===== config.mk =====
export PLATFORM = sky130hd
export DESIGN_NAME = xport_periph_hub
export DESIGN_NICKNAME = d
export VERILOG_FILES = /design/src/rtl/xport_hub_pkg.sv /design/src/rtl/xport_hub_pwm_chan.sv /design/src/rtl/xport_periph_hub.sv
export SDC_FILE = /design/constraint.sdc
export NUM_CORES = 1
export LEC_CHECK = 0
export ABC_AREA = 1
export BUFFER_PORTS_ARGS = -buffer_cell sky130_fd_sc_hd__clkbuf_2
export CORE_ASPECT_RATIO = 1.5
export CORE_MARGIN = 10
export CORE_UTILIZATION = 40
export DETAILED_ROUTE_END_ITERATION = 6
export PLACE_DENSITY = 0.71
export SETUP_SLACK_MARGIN = 0.2
export SYNTH_ARGS = -nofsm -noshare
export SYNTH_HDL_FRONTEND = slang
export SYNTH_SLANG_ARGS = --single-unit
export TNS_END_PERCENT = 5

===== constraint.sdc =====
create_clock -name Clk -period 4 [get_ports Clk]
set_clock_uncertainty 0.05 [all_clocks]
set_input_delay 0.2 -clock Clk [delete_from_list [all_inputs] [get_ports Clk]]
set_output_delay 0.2 -clock Clk [all_outputs]
set_load 0.01 [all_outputs]

===== src/rtl/xport_hub_pkg.sv =====
// Shared constants for the cartridge peripheral hub: register offsets, bus width, synchroniser depth.
package xport_hub_pkg;
    localparam int DATA_W     = 16;
    localparam int SYNC_DEPTH = 2;

    localparam logic [3:0] OFS_LEDEN   = 4'd0;
    localparam logic [3:0] OFS_PEND    = 4'd1;
    localparam logic [3:0] OFS_MASK    = 4'd2;
    localparam logic [3:0] OFS_MODE    = 4'd3;
    localparam logic [3:0] OFS_DUTY0   = 4'd4;
    localparam logic [3:0] OFS_VERSION = 4'd15;

    // True when offset a addresses DUTY[idx] and idx is a built channel.
    function automatic logic is_duty_ofs(input logic [3:0] a, input int idx, input int num_led);
        return (idx < num_led) && (int'(a) == int'(OFS_DUTY0) + idx);
    endfunction
endpackage


===== src/rtl/xport_hub_pwm_chan.sv =====
// One PWM LED channel: compares the shared counter with its duty and drives an active-low LED.
// Output is registered, so it follows counter/duty/enable changes one Clk later.
module xport_hub_pwm_chan #(
    parameter int PWM_BITS = 8
) (
    input  logic                Clk,
    input  logic                ResetN,
    input  logic [PWM_BITS-1:0] cnt,
    input  logic [PWM_BITS-1:0] duty,
    input  logic                enable,
    output logic                led_n
);
    always_ff @(posedge Clk or negedge ResetN) begin
        if (!ResetN) begin
            led_n <= 1'b1;
        end else begin
            // All-ones duty is pinned on so full brightness has no one-step gap.
            led_n <= ~(enable && ((&duty) || (cnt < duty)));
        end
    end
endmodule


===== src/rtl/xport_periph_hub.sv =====
// Cartridge-bus peripheral hub: PWM-dimmed LEDs plus an edge-triggered interrupt controller.
// Optional level-sensitive IRQ sources are built when XPORT_HUB_IRQ_LEVEL_EN is defined.
module xport_periph_hub
    import xport_hub_pkg::*;
#(
    parameter int          NUM_LED  = 2,
    parameter int          PWM_BITS = 8,
    parameter int          PRESCALE = 16,
    parameter int          NUM_IRQ  = 4,
    parameter logic [15:0] VERSION  = 16'h0201
) (
    input  logic               Clk,
    input  logic               ResetN,
    input  logic               En,
    input  logic [3:0]         Addr,
    input  logic [15:0]        DataWr,
    output logic [15:0]        DataRd,
    input  logic               Rd,
    input  logic               Wr,
    input  logic [NUM_IRQ-1:0] IrqIn,
    output logic [NUM_LED-1:0] LedN,
    output logic               CartIReq
);
    localparam int PSC_W = (PRESCALE > 1) ? $clog2(PRESCALE) : 1;

    logic [SYNC_DEPTH-1:0] wr_sync;
    logic [SYNC_DEPTH-1:0] wr_vld;
    logic                  wr_prev;
    logic                  wr_armed;
    logic                  commit;

    logic [SYNC_DEPTH-1:0][NUM_IRQ-1:0] irq_sync;
    logic [NUM_IRQ-1:0]    irq_prev;
    logic [NUM_IRQ-1:0]    irq_set;
    logic [NUM_IRQ-1:0]    pend_clr;

    logic [NUM_LED-1:0]    leden;
    logic [NUM_IRQ-1:0]    pend;
    logic [NUM_IRQ-1:0]    mask;
    logic [PWM_BITS-1:0]   duty [NUM_LED];
    logic [PSC_W-1:0]      psc;
    logic [PWM_BITS-1:0]   cnt;
`ifdef XPORT_HUB_IRQ_LEVEL_EN
    logic [NUM_IRQ-1:0]    mode;
`endif

    logic unused_bits;
    assign unused_bits = ^{Rd, DataWr};

    // Wr is only armed once the synchroniser has seen it low after reset, so a
    // strobe that was in flight when reset hit can never commit on release.
    always_ff @(posedge Clk or negedge ResetN) begin
        if (!ResetN) begin
            wr_sync  <= '0;
            wr_vld   <= '0;
            wr_prev  <= 1'b0;
            wr_armed <= 1'b0;
        end else begin
            wr_sync <= {wr_sync[SYNC_DEPTH-2:0], Wr};
            wr_vld  <= {wr_vld[SYNC_DEPTH-2:0], 1'b1};
            wr_prev <= wr_sync[SYNC_DEPTH-1];
            if (wr_vld[SYNC_DEPTH-1] && !wr_sync[SYNC_DEPTH-1]) begin
                wr_armed <= 1'b1;
            end
        end
    end

    assign commit = wr_sync[SYNC_DEPTH-1] & ~wr_prev & wr_armed & En;

    always_ff @(posedge Clk or negedge ResetN) begin
        if (!ResetN) begin
            irq_sync <= '0;
            irq_prev <= '0;
        end else begin
            irq_sync <= {irq_sync[SYNC_DEPTH-2:0], IrqIn};
            irq_prev <= irq_sync[SYNC_DEPTH-1];
        end
    end

    always_comb begin
        irq_set = irq_sync[SYNC_DEPTH-1] & ~irq_prev;
`ifdef XPORT_HUB_IRQ_LEVEL_EN
        irq_set = irq_set | (mode & irq_sync[SYNC_DEPTH-1]);
`endif
        pend_clr = (commit && (Addr == OFS_PEND)) ? DataWr[NUM_IRQ-1:0] : '0;
    end

    always_ff @(posedge Clk or negedge ResetN) begin
        if (!ResetN) begin
            leden    <= '0;
            pend     <= '0;
            mask     <= '0;
            CartIReq <= 1'b0;
`ifdef XPORT_HUB_IRQ_LEVEL_EN
            mode     <= '0;
`endif
        end else begin
            // Set is applied after clear so a simultaneous edge is never lost.
            pend     <= (pend & ~pend_clr) | irq_set;
            CartIReq <= |(pend & mask);
            if (commit) begin
                case (Addr)
                    OFS_LEDEN: leden <= DataWr[NUM_LED-1:0];
                    OFS_MASK:  mask  <= DataWr[NUM_IRQ-1:0];
`ifdef XPORT_HUB_IRQ_LEVEL_EN
                    OFS_MODE:  mode  <= DataWr[NUM_IRQ-1:0];
`endif
                    default: ;
                endcase
            end
        end
    end

    always_ff @(posedge Clk or negedge ResetN) begin
        if (!ResetN) begin
            for (int i = 0; i < NUM_LED; i++) begin
                duty[i] <= '0;
            end
        end else begin
            for (int i = 0; i < NUM_LED; i++) begin
                if (commit && is_duty_ofs(Addr, i, NUM_LED)) begin
                    duty[i] <= DataWr[PWM_BITS-1:0];
                end
            end
        end
    end

    always_ff @(posedge Clk or negedge ResetN) begin
        if (!ResetN) begin
            psc <= '0;
            cnt <= '0;
        end else if (psc == PSC_W'(PRESCALE - 1)) begin
            psc <= '0;
            cnt <= cnt + PWM_BITS'(1);
        end else begin
            psc <= psc + PSC_W'(1);
        end
    end

    for (genvar g = 0; g < NUM_LED; g++) begin : g_led
        xport_hub_pwm_chan #(.PWM_BITS(PWM_BITS)) u_chan (
            .Clk    (Clk),
            .ResetN (ResetN),
            .cnt    (cnt),
            .duty   (duty[g]),
            .enable (leden[g]),
            .led_n  (LedN[g])
        );
    end

    always_comb begin
        DataRd = '0;
        if (En) begin
            case (Addr)
                OFS_LEDEN:   DataRd[NUM_LED-1:0] = leden;
                OFS_PEND:    DataRd[NUM_IRQ-1:0] = pend;
                OFS_MASK:    DataRd[NUM_IRQ-1:0] = mask;
`ifdef XPORT_HUB_IRQ_LEVEL_EN
                OFS_MODE:    DataRd[NUM_IRQ-1:0] = mode;
`endif
                OFS_VERSION: DataRd = VERSION;
                default: begin
                    for (int i = 0; i < NUM_LED; i++) begin
                        if (is_duty_ofs(Addr, i, NUM_LED)) begin
                            DataRd[PWM_BITS-1:0] = duty[i];
                        end
                    end
                end
            endcase
        end
    end
endmodule


* Yosys cells after proc, flatten, opt, wreduce, memory -nomap -nowiden
Index checks and enable logic that the tools add are counted.
** Storage, ports and cells
- Bits in registers :: 59
- Bits in latches :: 0
- Memory bits (writable) :: 0
- ROM bits :: 0
- Input port bits :: 29
- Output and inout port bits :: 19
- Word-level logic and storage cells :: 65
- Memories :: 0
** Operators by class
- $add $sub $neg :: 2
- $mul :: 0
- Divide/modulo/power cells :: 0
- Magnitude comparators :: 2
- Equal/unequal tests :: 6
- Shifts and indexed selects :: 0
- Muxes and demuxes :: 9
- Bitwise operators :: 12
- Reductions and logical operators :: 17
** Operator list (number)
- == test 4 bit (second input constant) :: 4
- less-than comparator 8 bit :: 2
- 2-to-1 mux 16 bit :: 1
- 2-to-1 mux 8 bit :: 2
- AND reduction 8 bit :: 2
- AND 4 bit :: 3
- 2-to-1 mux 4 bit :: 3
- adder 8 x 1 -> 8 bit (second input constant) :: 1
- NOT 4 bit :: 2
- one-hot mux 2 bit (4 select lines) :: 1
- OR reduction 4 bit :: 2
- logical AND 1 bit :: 6
- one-hot mux 2 bit (3 select lines) :: 1
- adder 4 x 1 -> 4 bit (second input constant) :: 1
- == test 4 x 1 -> 1 bit (second input constant) :: 1
- == test 4 x 2 -> 1 bit (second input constant) :: 1
- zero test 4 bit :: 1
- bitwise OR 4 bit :: 1
- AND reduction 2 bit :: 2
- AND 1 bit :: 3
- NOT 1 bit :: 3
- logical OR 1 bit :: 2
- 2-to-1 mux 2 bit :: 1
- OR reduction 2 bit :: 1
- zero test 1 bit :: 1

* Logic depth before layout (Yosys ltp)
Gate-level depths: netlist (run 1).
- Depth in word-level cells :: 9
- Depth in mapped cells :: 10
- Depth with buffers taken out :: 10

* By module
Synthesis (run 1) repeated with hierarchy kept, for this count alone.
** Unflattened totals
- Cell total of the unflattened synthesis :: 362
- Area total of the unflattened synthesis :: 3096.7 um^2
** Modules (own cells, without submodules)
- xport_periph_hub :: times used 1, cells an instance 280, area each 2593.7 um^2, sequential area each 1426.4 um^2
- xport_hub_pwm_chan :: times used 2, cells an instance 41, area each 251.5 um^2, sequential area each 26.3 um^2

* Least setup slack after synthesis (run 1)
No wires, ideal clock.
- Kind :: register -> register
- Start :: register psc[0]
- End :: register cnt[7]
- Setup time :: 0.123 ns
- Data arrival time :: 1.128 ns
- Required time :: 3.827 ns
- Slack :: 2.700 ns
- Stages on the path, launching flop included :: 6
- Path buffers :: 0
- Period minus slack after synthesis :: 1.300 ns
- Cell sequence :: dfrtp_1 ha_1 nand3_1 nor2_1 nand4_1 xnor2_1
** On the way
- Cells in the longest elaborated chain, start to end :: 1
** Ends and longest elaborated chain
- start: declaration :: line xport_periph_hub.sv:41 : logic [PSC_W-1:0] psc;
- start signal: assignment :: line xport_periph_hub.sv:136 : psc <= psc + PSC_W'(1);
- == test 4 bit :: line xport_periph_hub.sv:132 : end else if (psc == PSC_W'(PRESCALE - 1)) begin
- end signal: assignment :: line xport_periph_hub.sv:134 : cnt <= cnt + PWM_BITS'(1);
- end: declaration :: line xport_periph_hub.sv:42 : logic [PWM_BITS-1:0] cnt;
Every way passes these cells.
A chain may end at the register's enable or synchronous reset.

* Final worst setup path (run 1)
- Start :: input port Addr[2]
- End :: output port DataRd[1]
** On the way
- Cells in the longest elaborated chain, start to end :: 5
- Elaborated cells between the ends (all ways) :: 10
- Those cells by class :: eq/ne: 5; mux: 4; reduce/logical: 1
** Ends and longest elaborated chain
- start: declaration :: line xport_periph_hub.sv:15 : input logic [3:0] Addr,
- == test 4 bit :: line xport_hub_pkg.sv:15 : return (idx < num_led) && (int'(a) == int'(OFS_DUTY0) + idx);
- 2-to-1 mux 8 bit (2 in a row) :: line xport_periph_hub.sv:164 : if (is_duty_ofs(Addr, i, NUM_LED)) begin
- one-hot mux 2 bit (4 select lines) (*) :: line xport_periph_hub.sv:154 : case (Addr)
- 2-to-1 mux 16 bit (*) :: line xport_periph_hub.sv:153 : if (En) begin
- end: declaration :: line xport_periph_hub.sv:17 : output logic [15:0] DataRd,
Mark *: on every way between the ends. The rest lies on a longest branch, timed or not.

==> results.md, run 1 <==
* Initial Utilization at 0.409
* Post-Syn Area at 2950 um2
* Worst rel slew slack at 0.509
* H-tree depth at 3
* Clock power share at 0.409
* CP startpoint: Addr[2]
* Vias in the first global route at 2329
* CTS tree: done
* Die area at 11300 um2
* Post-synthesis sequential area ratio at 0.501
* Drt initial violations at 115
* Post-route cell area at 3440 um2
* FF-to-FF setup slack at 2.54 ns
* Power density cells at 414 nW/um2
* Commonest cells after routing, fill and taps aside: nand2_1 (81), dfrtp_1 (57), inv_1 (50)
* Share of cells above drive strength 1 at 0.210
* Worst EP required at 3.75 ns
* Final slew viol count at 0
* CP dominant cell by count: nand2_1
* Capture point of the worst reg-to-reg path: cnt[7]$_DFFE_PN0N_
* Setup TNS Final at 0 ns
* Gr ovfl total at 0
* Yosys reg bits at 59
* Total power at 0.00142 W
* I/O pin count at 48
* Die Y at 125 um
* Top delay family on crit path: simple AND/OR/NAND/NOR gates
* GP Congestion at 0.837
* Final period utilization at 0.408
* Port Buf Inserts at 31
* Placed Instance Area at 3170 um2
* Routed vias at 2234
* Largest net degree at the start of global routing at 60
* First-pass iteration count of the detailed router at 4
* Final WL at 6080 um
* CTS sink cnt at 59
* Levels on crit path at 9
* GRT Overall Usage at 0.113
* Synthesized area per cell at 9.00 um2
* Clock Latency Late Sink at 0.34 ns
* Worst Hold Class: input port to flop
* DR WL/cell at 12.8 um
* PostCTS Resize Cnt at 0
* Switching pwr at 0.000370 W
* Crit-path cells: clkbuf_2, nor2_1, nand2_1, nand2_1, a21oi_1, nand2_1, nand2_1, nor2_1, clkbuf_2
* Cells after Synth at 328
* Core area at 7230 um2
* Worst reg-to-reg path cell count at 5
* Sw frac at 0.260
* Max-cap viol count at 0
* Fill cells at 703
* Internal power at 0.00105 W
* Most common cell after layout, fill and taps aside: nand2_1
* Max Clock Freq at 612 MHz
* DRC at 0
* Number of buffers created by CTS at 9
* Fin crit period at 1.63 ns
* Worst-path maximum fanout at 6
* Layout Nets at 416
* Worst Hold Launch: DataWr[7]
* Slowest cell on crit path: nor2_1
* Synth cell types at 30
* CP startpoint kind: input port
* Final-report setup violation count at 0
* Die X at 90.2 um
* Crit-path max cell delay at 0.32 ns
* Via density at 4.69
* RSZ-0062 raised after global routing: false
* CP Data Arrival Time at 1.38 ns
* P&R area growth vs syn at 16.4%
* FP Rows at 38
* Worst Path Buf+Inv at 2
* First-pass GRT wire length at 10500 um
* Longest Clk Path Bufs at 2
* Hold_buf cts at 6
* Element type at the critical path end: primary output
* Worst-path clk slew at 0.07 ns
* ANT nets after route at 0
* N_diodes at 0
* Setup CP Type: input port to primary output
* Seq pwr share at 0.469
* Worst slew pin tran at 0.737 ns
* Initial antenna violation count at 0
* Ys Warns at 0
* Peak supply drop at 364 uV
* Final Hold Vio Count at 0
* Leak at 1.80 nW
* Post-CTS Setup Inserts at 0
* CP endpoint: DataRd[1]
* CTS root buf: clkbuf_8
* Comb power frac at 0.122
* Hpwl dp at 4630 um
* FF-to-FF Start: psc[0]$_DFF_PN0_
* Status: completed
## power groups by stage
| stage | registers, W | clock network, W | logic (W) |
|---|---|---|---|
| after floorplan | 0.000671 | 0 | 0.000121 |
| after global placement | 0.000676 | 0 | 0.000166 |
| after detailed placement | 0.000677 | 0 | 0.000171 |
| after CTS | 0.000667 | 0.000602 | 0.000177 |
| after global routing | 0.000671 | 0.000625 | 0.000200 |
| final | 0.000667 | 0.000582 | 0.000174 |
## sequential cells by signal, summed over array words and instances, names as in the netlist
register,count
wr_prev,1
wr_vld,2
CartIReq,1
leden,2
wr_armed,1
mask,4
cnt,8
g_led.u_chan.led_n,2
irq_sync,8
pend,4
duty,16
wr_sync,2
irq_prev,4
psc,4
## layout make-up
class	count	area (um2)	share of cell area
Clock inverter	5	77.6	0.0226
Timing Repair Buffer	38	223	0.0648
Sequential cell	59	1480	0.430
Clock buffer	11	131	0.0382
Inverter	53	199	0.0579
Multi-Input combinational cell	210	1200	0.350
Tap cell	100	125	0.0364
## cell families (layout without fill, tap and decap cells)
family,after synthesis,in the layout,share of synthesized area
buf+inv,65,107,0.0996
other cells,2,8,0.00254
xor+xnor,9,9,0.0267
flops,59,59,0.501
fa+ha+maj,16,16,0.0678
simple gates,127,127,0.194
compound gates,50,50,0.108
## per-stage QoR
step	utilization	setup WS (ns)	cells	hold WS, ns
after floorplan	-	2.70	334	-0.146
after global placement	0.438	2.36	454	0.258
after detailed placement	0.438	2.37	454	0.260
after CTS	0.476	2.36	476	0.0507
after global routing	0.476	2.17	476	0.0649
final	0.476	2.37	476	0.0686
## worst min path at each step
stage | endpoint | cells after the start
6_report | duty[15]$_DFFE_PN0P_ | 3
5_1_grt | duty[7]$_DFFE_PN0P_ | 3
4_1_cts | duty[15]$_DFFE_PN0P_ | 3
3_5_place_dp | irq_sync[3]$_DFF_PN0_ | 1
3_3_place_gp | irq_sync[3]$_DFF_PN0_ | 1
2_1_floorplan | CartIReq$_DFF_PN0_ | 0
## cells in the mapped netlist
master    n  area [um2]
nand4_4   1        21.3
buf_2     1        5.00
a21oi_1  11        55.1
or2_2     1        6.26
a31oi_1   1        6.26
inv_2     3        11.3
inv_1    50         188
xnor2_1   3        26.3
o21ai_2  16         140
xor2_1    6        52.6
nand2_2   6        37.5
conb_1    2        7.51
nand3_1   8        40.0
o21ai_1   4        20.0
dfrtp_1  57        1430
buf_6     2        22.5
ha_1     16         200
nor2_2    1        6.26
nor4_1    4        25.0
nor3_4    1        16.3
nand2_1  81         304
nand4_1   3        18.8
o21a_1    1        7.51
o21ai_0  12        60.1
nand2_4   2        22.5
buf_4     9        67.6
dfstp_2   2        52.6
nor3_1    3        15.0
nor2_1   16        60.1
o22ai_1   5        31.3
## routing by layer
layer / track usage / wire [um]
met2: 0.201 / 3180
met3: 0.0371 / 255
met4: 0.0630 / 164
met5: 0 / 0
met1: 0.115 / 2480
## worst register-to-register path, delay by kind of cell, from the launching register on
family        cells  cell delay (ns)
xor+xnor          1             0.14
simple gates      3             0.60
fa+ha+maj         1             0.19
flops             1             0.36
Note: power is estimated with default switching activity, not from simulation.
==> inputs of run 2 (changes only) <==
--- a/config.mk
+++ b/config.mk
@@ -11,7 +11,7 @@
 export CORE_MARGIN = 10
 export CORE_UTILIZATION = 40
 export DETAILED_ROUTE_END_ITERATION = 6
-export PLACE_DENSITY = 0.71
+export PLACE_DENSITY = 0.73
 export SETUP_SLACK_MARGIN = 0.2
 export SYNTH_ARGS = -nofsm -noshare
 export SYNTH_HDL_FRONTEND = slang
==> constraint.sdc (replaced) <==
create_clock -name Clk -period 1.4 [get_ports Clk]
set_clock_uncertainty 0.05 [all_clocks]
set_input_delay 0.07 -clock Clk [delete_from_list [all_inputs] [get_ports Clk]]
set_output_delay 0.07 -clock Clk [all_outputs]
set_load 0.01 [all_outputs]
==> run 2 against run 1 <==
Die area stayed put; final cell count grew 5.5%; sequential share of layout area down 4.1 points; combinational power rose to 3.6 times the previous value; register-to-register slack got worse by 2.5 ns; wire length grew 9.2%; clock power is 130% higher; power grew to 2.7 times the previous value; sequential power grew to 2.8 times the previous value; critical path type is now flop to primary output.
==> results.md, run 2 (synthesized netlist as in run 1, its figures left out) <==
* Slowest cell on crit path: dfrtp_1
* Setup CP Type: flop to primary output
* CTS tree: done
* Fin crit period at 1.39 ns
* Total power at 0.00386 W
* ANT nets after route at 0
* Crit-path cells: a31oi_1, nand3_1, nand2_1, nor2_2, clkbuf_2
* Cell count after placement at 463
* Final cell count without fillers at 502
* I/O pin count at 48
* Clock power share at 0.346
* First-pass iteration count of the detailed router at 4
* Drt initial violations at 97
* H-tree depth at 3
* Leak at 1.96 nW
* DRC at 0
* Fill cells at 693
* Die area at 11300 um2
* Largest register FFs at 16
* Die X at 90.2 um
* Worst EP required at 1.28 ns
* Worst Hold Class: input port to flop
* Final-report setup violation count at 0
* N_diodes at 0
* Share of cells above drive strength 1 at 0.336
* Top Registers: duty: 16 flops, cnt: 8 flops, irq_sync: 8 flops
* Final WL at 6640 um
* DR WL/cell at 13.2 um
* Reg with most FFs: duty
* Power density cells at 1010 nW/um2
* Commonest cells after routing, fill and taps aside: nand2_1 (73), dfrtp_1 (55), inv_1 (43)
* Max Clock Freq at 719 MHz
* Core area at 7230 um2
* Hpwl dp at 4760 um
* GP Congestion at 0.807
* Port Buf Inserts at 31
* CP Data Arrival Time at 1.27 ns
* Final Hold Vio Count at 0
* Worst-path clk slew at 0.07 ns
* First-pass GRT wire length at 10700 um
* P&R area growth vs syn at 29.0%
* CTS sink cnt at 59
* Internal power at 0.00273 W
* Clock Latency Late Sink at 0.34 ns
* Final core utilization at 0.527
* Comb power frac at 0.163
* RSZ-0062 raised after global routing: true
* Status: completed
* Top Metal Used: met4
* Longest Clk Path Bufs at 2
* GRT Overall Usage at 0.116
* Final slew viol count at 0
* Met3 WL at 264 um
* Initial antenna violation count at 0
* Switching pwr at 0.00113 W
* Routed vias at 2364
* Most common cell after layout, fill and taps aside: nand2_1
* Met2 WL at 3620 um
* Final period utilization at 0.994
* FP Rows at 38
* CTS root buf: clkbuf_8
* Die Y at 125 um
* Layout Nets at 442
* Worst-path maximum fanout at 2
* Peak supply drop at 692 uV
* Initial Utilization at 0.409
* Largest net degree at the start of global routing at 60
* Vias in the first global route at 2414
* DRT met1 WL at 2590 um
* Crit-path max cell delay at 0.38 ns
* CP startpoint kind: flop
* Sw frac at 0.293
* Max-cap viol count at 0
* Number of buffers created by CTS at 9
* Gr ovfl total at 0
* Via density at 4.71
* Element type at the critical path end: primary output
* Seq pwr share at 0.491
[run 2: metal layers]
layer	track usage	up-vias
met3	0.0281	14
met2	0.205	56
met5	0	-
li1	-	1161
met1	0.115	1133
met4	0.0827	0
[run 2: what timing repair did]
item                                    CTS  global route
hold endpoints to repair                 72             0
pin swaps                                 5            30
endpoints found under the setup margin   42            45
hold buffers                             10             0
setup buffers                             5             8
gates resized for setup                   2            59
[run 2: power by group through the flow]
stage,Sequential [W],Combinational (W),Clock [W]
after floorplan,0.00192,0.000345,0
after global placement,0.00193,0.000517,0
after detailed placement,0.00193,0.000533,0
after CTS,0.00189,0.000585,0.00137
after global routing,0.00191,0.000711,0.00144
final,0.00190,0.000630,0.00134
[run 2: worst paths after layout]
| path | cells after the start | endpoint | startpoint | slack (ns) |
|---|---|---|---|---|
| worst max-delay path | 5 | DataRd[0] | mask[0]$_DFFE_PN0P_ | 0.009 |
| worst min-delay path | 3 | duty[3]$_DFFE_PN0P_ | DataWr[3] | 0.03 |
| worst max register to register | 7 | g_led[0].u_chan.led_n$_DFF_PN1_ | duty[15]$_DFFE_PN0P_ | 0.08 |
| worst min register to register | 0 | wr_vld[1]$_DFF_PN0_ | wr_vld[0]$_DFF_PN0_ | 0.30 |
| max in group asynchronous | 3 | g_led[0].u_chan.led_n$_DFF_PN1_ | ResetN | 0.78 |
| min in group asynchronous | 3 | psc[0]$_DFF_PN0_ | ResetN | 0.20 |
[run 2: through the flow]
| step | setup slack (ns) | hold WS (ns) | cell area [um2] | setup TNS, ns |
|---|---|---|---|---|
| after floorplan | 0.107 | -0.276 | 2980 | 0 |
| after global placement | 0.0797 | 0.0496 | 3270 | 0 |
| after detailed placement | 0.0147 | 0.0512 | 3270 | 0 |
| after CTS | 0.00327 | 0.0107 | 3580 | 0 |
| after global routing | -0.0393 | 0.0447 | 3810 | -0.0543 |
| final | 0.00875 | 0.0286 | 3810 | 0 |
[run 2: layout make-up]
cell class | instances | area (um2) | area share
sequential | 59 | 1480 | 0.389
multi-input combinational | 210 | 1350 | 0.353
timing repair buffer | 64 | 487 | 0.128
inverter | 53 | 199 | 0.0522
clock buffer | 10 | 128 | 0.0335
tap | 100 | 125 | 0.0329
clock inverter | 6 | 42.5 | 0.0112
[run 2: critical path, delay by kind of cell (launching register included)]
family                 cells  cell delay [ns]
and+or+nand+nor            3             0.23
AOI/OAI and AO/OA          1             0.19
buffers and inverters      1             0.13
DFF                        1             0.38
